$ cat src/rtl/iambic_element_sched.sv
// Purpose : iambic keyer element scheduler; arbitrates dit/dah paddles onto one key line,
//           timing marks (1 or 3 units) and inter-element spaces (1 unit) in timebase ticks.
// Latency : key_o rises on the edge after a paddle is seen in IDLE; all outputs registered.
// Backpressure: none; enable_i only gates the start of new elements, never truncates one.
// Ports   : clk_i, rst_i (async, active-high), tick_i (timebase pulse), unit_len_i (ticks
//           per unit, 0 acts as 1), enable_i, dit_i, dah_i -> key_o, dah_o, busy_o.
// Option  : KEYER_IAMBIC_B_EN selects mode B (opposite paddle latched during a mark);
//           undefined gives mode A (decision from paddle levels at end of space only).
module iambic_element_sched #(
  parameter int UNIT_W = 8
) (
  input  logic              clk_i,
  input  logic              rst_i,
  input  logic              tick_i,
  input  logic [UNIT_W-1:0] unit_len_i,
  input  logic              enable_i,
  input  logic              dit_i,
  input  logic              dah_i,
  output logic              key_o,
  output logic              dah_o,
  output logic              busy_o
);

  localparam int CNT_W = UNIT_W + 2;

  typedef enum logic [1:0] {IDLE, MARK, SPACE} state_t;

  state_t            state_q, state_d;
  logic [UNIT_W-1:0] len_q;
  logic [UNIT_W-1:0] len_now;
  logic [CNT_W-1:0]  len_ext;
  logic [CNT_W-1:0]  cnt_q;
  logic [CNT_W-1:0]  cnt_inc;
  logic [CNT_W-1:0]  target;
  logic              done;
  logic              start_mark;
  logic              next_dah;
  logic              mem_dit;
  logic              mem_dah;

  // Unit length is frozen at mark entry so a mid-element change cannot stretch or cut
  // the mark or the space that follows it.
  assign len_now = (unit_len_i == '0) ? UNIT_W'(1) : unit_len_i;
  assign len_ext = {2'b00, len_q};
  // 3*len as len + 2*len; two extra counter bits keep all-ones unit length from overflowing.
  assign target  = (state_q == MARK && dah_o) ? (len_ext + {len_ext[CNT_W-2:0], 1'b0})
                                              : len_ext;
  assign cnt_inc = cnt_q + CNT_W'(1);
  // Ticks are only counted once the state register holds MARK/SPACE, so a tick that
  // coincides with the entry edge is never counted.
  assign done    = (state_q != IDLE) && tick_i && (cnt_inc == target);

  always_comb begin
    state_d    = state_q;
    start_mark = 1'b0;
    next_dah   = dah_o;
    case (state_q)
      IDLE: begin
        if (enable_i && (dit_i || dah_i)) begin
          start_mark = 1'b1;
          next_dah   = ~dit_i;       // dit wins when both are pressed
        end
      end
      MARK: begin
        if (done) state_d = SPACE;
      end
      SPACE: begin
        if (done) begin
          if (!enable_i) begin
            state_d = IDLE;
          end else if (dah_o ? mem_dit : mem_dah) begin
            start_mark = 1'b1;
            next_dah   = ~dah_o;
          end else if (dit_i && dah_i) begin
            start_mark = 1'b1;
            next_dah   = ~dah_o;     // squeeze alternates against the last element
          end else if (dit_i) begin
            start_mark = 1'b1;
            next_dah   = 1'b0;
          end else if (dah_i) begin
            start_mark = 1'b1;
            next_dah   = 1'b1;
          end else begin
            state_d = IDLE;
          end
        end
      end
      default: state_d = IDLE;
    endcase
    if (start_mark) state_d = MARK;
  end

  always_ff @(posedge clk_i or posedge rst_i) begin
    if (rst_i) begin
      state_q <= IDLE;
      key_o   <= 1'b0;
      busy_o  <= 1'b0;
      dah_o   <= 1'b0;
      len_q   <= UNIT_W'(1);
      cnt_q   <= '0;
    end else begin
      state_q <= state_d;
      key_o   <= (state_d == MARK);
      busy_o  <= (state_d != IDLE);
      if (start_mark) begin
        dah_o <= next_dah;
        len_q <= len_now;
        cnt_q <= '0;
      end else if (state_d != state_q) begin
        cnt_q <= '0;
      end else if (state_q != IDLE && tick_i) begin
        cnt_q <= cnt_inc;
      end
    end
  end

`ifdef KEYER_IAMBIC_B_EN
  // Mode B: the opposite paddle seen at any point during a mark is remembered and
  // forces one opposite element after the space, even if released by then.
  always_ff @(posedge clk_i or posedge rst_i) begin
    if (rst_i) begin
      mem_dit <= 1'b0;
      mem_dah <= 1'b0;
    end else if (start_mark) begin
      mem_dit <= 1'b0;
      mem_dah <= 1'b0;
    end else if (state_q == MARK) begin
      if (!dah_o && dah_i) mem_dah <= 1'b1;
      if (dah_o && dit_i)  mem_dit <= 1'b1;
    end
  end
`else
  assign mem_dit = 1'b0;
  assign mem_dah = 1'b0;
`endif

endmodule

$ cat config.mk
export PLATFORM = sky130hd
export DESIGN_NAME = iambic_element_sched
export DESIGN_NICKNAME = d
export VERILOG_FILES = /design/src/rtl/iambic_element_sched.sv
export SDC_FILE = /design/constraint.sdc
export NUM_CORES = 1
export LEC_CHECK = 0
export CAP_MARGIN = 10
export CORE_AREA = 10 10 87 89
export CTS_CLUSTER_DIAMETER = 80
export CTS_CLUSTER_SIZE = 28
export DETAILED_ROUTE_END_ITERATION = 10
export DIE_AREA = 0 0 97 99
export GPL_TIMING_DRIVEN = 0
export HOLD_SLACK_MARGIN = 0.08
export PLACE_DENSITY_LB_ADDON = 0.2
export REMOVE_ABC_BUFFERS = 1
export SYNTH_ARGS = -nofsm -noshare
export SYNTH_HDL_FRONTEND = slang
export SYNTH_SLANG_ARGS = --single-unit
export TNS_END_PERCENT = 1
$ cat constraint.sdc
create_clock -name clk_i -period 8.1 [get_ports clk_i]
set_clock_uncertainty 0.05 [all_clocks]
set_input_delay 1.62 -clock clk_i [delete_from_list [all_inputs] [get_ports clk_i]]
set_output_delay 1.62 -clock clk_i [all_outputs]
set_load 0.05 [all_outputs]
==> impl_metrics.tcl <==
set metrics [dict create \
    outcome "finished clean" \
    tns_ns 0 \
    cts_setup_buffers 0 \
    drt_drc_violations_left 0 \
    yosys_warnings 0 \
    place.gp.congestion 0.784 \
    syn_avg_cell_area_um2 9.54 \
    drtAntennaViolNets 0 \
    critical_path_class "input pin to flop" \
    switching_share_pct 45.3 \
    num_rows 28 \
    r2r_start "len_q[1]$_DFFE_PP0N_" \
    tightest_slew_ns 0.908 \
    arrival_ns 4.08 \
    yosysSeqAreaShare_pct 33.6 \
    grt_pass1_wl_um 6150 \
    core_um2 5850 \
    p_sw_mw 0.336 \
    holdBufCountCts 0 \
    fp.dieW_um 97 \
    drive_gt1_share_pct 11.3 \
    post-route-period-util_pct 49.1 \
    wl_per_cell_um 13.4 \
    p_clk_share_pct 10.3 \
    place_hpwl_um 2750 \
    syn_inst 180 \
    pin_count 17 \
    drt_iter0_markers 34 \
    min_to "len_q[0]$_DFFE_PP1N_" \
    final-hold-violation-count 0 \
    num_vias 1279 \
    cpMaxStageDelayCell "clkdlybuf4s50_1" \
    holdCritStartpoint "len_q[0]$_DFFE_PP1N_" \
    grt_max_degree 24 \
    p_leak_nw 0.769 \
    pwr-share-comb_pct 61.4 \
    clkSinkCount 23 \
    cts_resized 0 \
    ys.flop_type "dfrtp_1" \
    fmax_ghz 0.252 \
    rsz0062_at_grt "no" \
    peakVddDrop_mv 0.136 \
    regToRegEndpoint "len_q[6]$_DFFE_PP0N_" \
    antenna_found_initial 0 \
    cts_tree "built" \
    ys_types 45 \
    fin_nets 220 \
    reg2reg_depth 10 \
    p_seq_share_pct 28.3 \
    setup_viol 0 \
    synth_area_um2 1720 \
    max-slew-margin-rel_pct 39.4 \
    drt_wl_total_um 3620 \
    firstDrtPassIters 4 \
    root_buffer "clkbuf_8" \
    crit_start "tick_i" \
    fin_crit_ns 3.97 \
    numCtsBuffers 3 \
    cts_max_level 1 \
    vias_per_cell 4.74 \
    cp_data_required_time_ns 8.21 \
    grt_pass1_vias 1303 \
    max_stage_delay_ns 0.47 \
    end_kind "flop" \
    antenna_cells 0 \
    final_core_util_pct 33.8 \
    max_cap_viol_count 0 \
    cts_buffer_depth 2 \
    area_growth_pct 15.2 \
    portBuffers 16 \
    worstPathMaxFanout 9 \
    min_path_type "flop to flop" \
    start_util_pct 29.3 \
    ys_seq_elements 23 \
    hold_depth 2 \
    cp-start-kind "input pin" \
    internal_power_mw 0.406 \
    insertion_delay_ns 0.27 \
    reg2reg_slack_ns 4.59 \
    synthArstFlopShare_pct 100 \
    grt_overflow 0 \
    clk_pin_slew_ns 0.09 \
    grt_usage_pct 7.56 \
    powerDensity_nw_per_um2 375 \
    slew_violations 0 \
    fp.dieH_um 99 \
    synth_edf_count 0 \
    path_cells "clkdlybuf4s50_1 -> o21ai_0 -> nor2_1 -> nand4_1 -> a2111o_1 -> nor4_4 -> o21ai_4 -> mux2_2" \
    die-area_um2 9600 \
]
how the worst max path moves through the flow:
stage / end
floorplan: dah_o$_DFFE_PP0P_
detailed placement: len_q[1]$_DFFE_PP0N_
global route: len_q[5]$_DFFE_PP0N_
CTS: len_q[1]$_DFFE_PP0N_
global placement: dah_o$_DFFE_PP0P_
finish: len_q[6]$_DFFE_PP0N_
critical path: cells and delay by family:
| family | cells | cell delay (ns) |
|---|---|---|
| multiplexers | 1 | 0.31 |
| AND/OR/NAND/NOR | 3 | 0.77 |
| AO/OA/AOI/OAI | 3 | 0.90 |
| buffers and inverters | 1 | 0.47 |
metal layers:
metal / part of all wire, % / wire (um) / vias up / track usage [%]
li1: - / - / 663 / -
met1: 51 / 1830 / 601 / 9.73
met2: 45 / 1610 / 13 / 11.9
met3: 3.9 / 140 / 2 / 2.58
met4: 0.94 / 34 / 0 / 1.70
met5: 0 / 0 / - / 0
cell usage after synthesis, types with 3 or more instances:
master | count | area share [%]
ha_1 | 9 | 6.6
mux2_2 | 8 | 5.2
mux2i_1 | 5 | 2.9
a211oi_1 | 3 | 1.3
a21oi_1 | 4 | 1.2
o21ai_0 | 6 | 1.7
nand2_1 | 11 | 2.4
inv_1 | 7 | 1.5
nand3_1 | 3 | 0.87
xnor2_1 | 24 | 12
xor2_1 | 4 | 2.0
dfrtp_1 | 22 | 32
nor3_1 | 8 | 2.3
buf_2 | 3 | 0.87
nand4_1 | 3 | 1.1
nor2_1 | 24 | 5.2
logic make-up (layout without fill, tap and decap cells):
| group | after synthesis | count (layout) | synth area share, % |
|---|---|---|---|
| AOI/OAI and AO/OA | 30 | 30 | 13.3 |
| xor gates and xnor gates | 28 | 28 | 14.3 |
| adders and majority gates | 10 | 10 | 7.73 |
| buffers and inverters | 12 | 27 | 3.72 |
| DFF | 23 | 23 | 33.6 |
| muxes | 13 | 13 | 8.16 |
| and+or+nand+nor | 64 | 64 | 19.2 |
power groups by stage:
stage	Clock, mW	Sequential [mW]	Combinational (mW)
final	0.0762	0.210	0.455
after global routing	0.0858	0.220	0.515
after CTS	0.0797	0.211	0.460
after detailed placement	0	0.213	0.457
after global placement	0	0.214	0.456
after floorplan	0	0.217	0.357
registers in the layout (all words and copies together), names as in the netlist:
name and flops:
cnt_q 10, len_q 8, state_q 2, busy_o 1
dah_o 1, key_o 1
through the flow:
| step | worst slack (ns) | instances | total power [mW] | hold slack, ns | cell area (um2) |
|---|---|---|---|---|---|
| floorplan | 4.72 | 175 | 0.574 | 0.415 | 1680 |
| global placement | 3.84 | 266 | 0.669 | 0.444 | 1930 |
| detailed placement | 3.84 | 266 | 0.671 | 0.446 | 1930 |
| CTS | 4.13 | 270 | 0.751 | 0.459 | 1980 |
| global route | 3.90 | 270 | 0.822 | 0.495 | 1980 |
| finish | 4.13 | 270 | 0.741 | 0.450 | 1980 |
layout make-up:
class	count	area, um2
clock buffers	4	45.0
well taps	75	93.8
flip-flops and latches	23	577
repair buffers	16	160
multi-input cells	145	1080
inverters	7	26.3
fillers	607	3870
placed cells by master, fill, tap and decap left out, types with 2 or more instances in the layout:
cell type        netlist  routed
dfrtp_1               22      22
nor4_1                 2       2
nor2_1                24      24
mux2i_1                5       5
clkdlybuf4s50_1        0      16
nor3_1                 8       8
o21a_1                 2       2
ha_1                   9       9
o21bai_1               2       2
o22a_2                 2       2
mux2_2                 8       8
nand3_1                3       3
a21oi_1                4       4
nor3b_1                2       2
o21ai_0                6       6
xor2_1                 4       4
nand4_1                3       3
nor2b_1                2       2
xnor2_1               24      24
clkbuf_8               0       3
a211oi_1               3       3
nand2_1               11      11
inv_1                  7       7
Power figures use the tool's default switching activity.
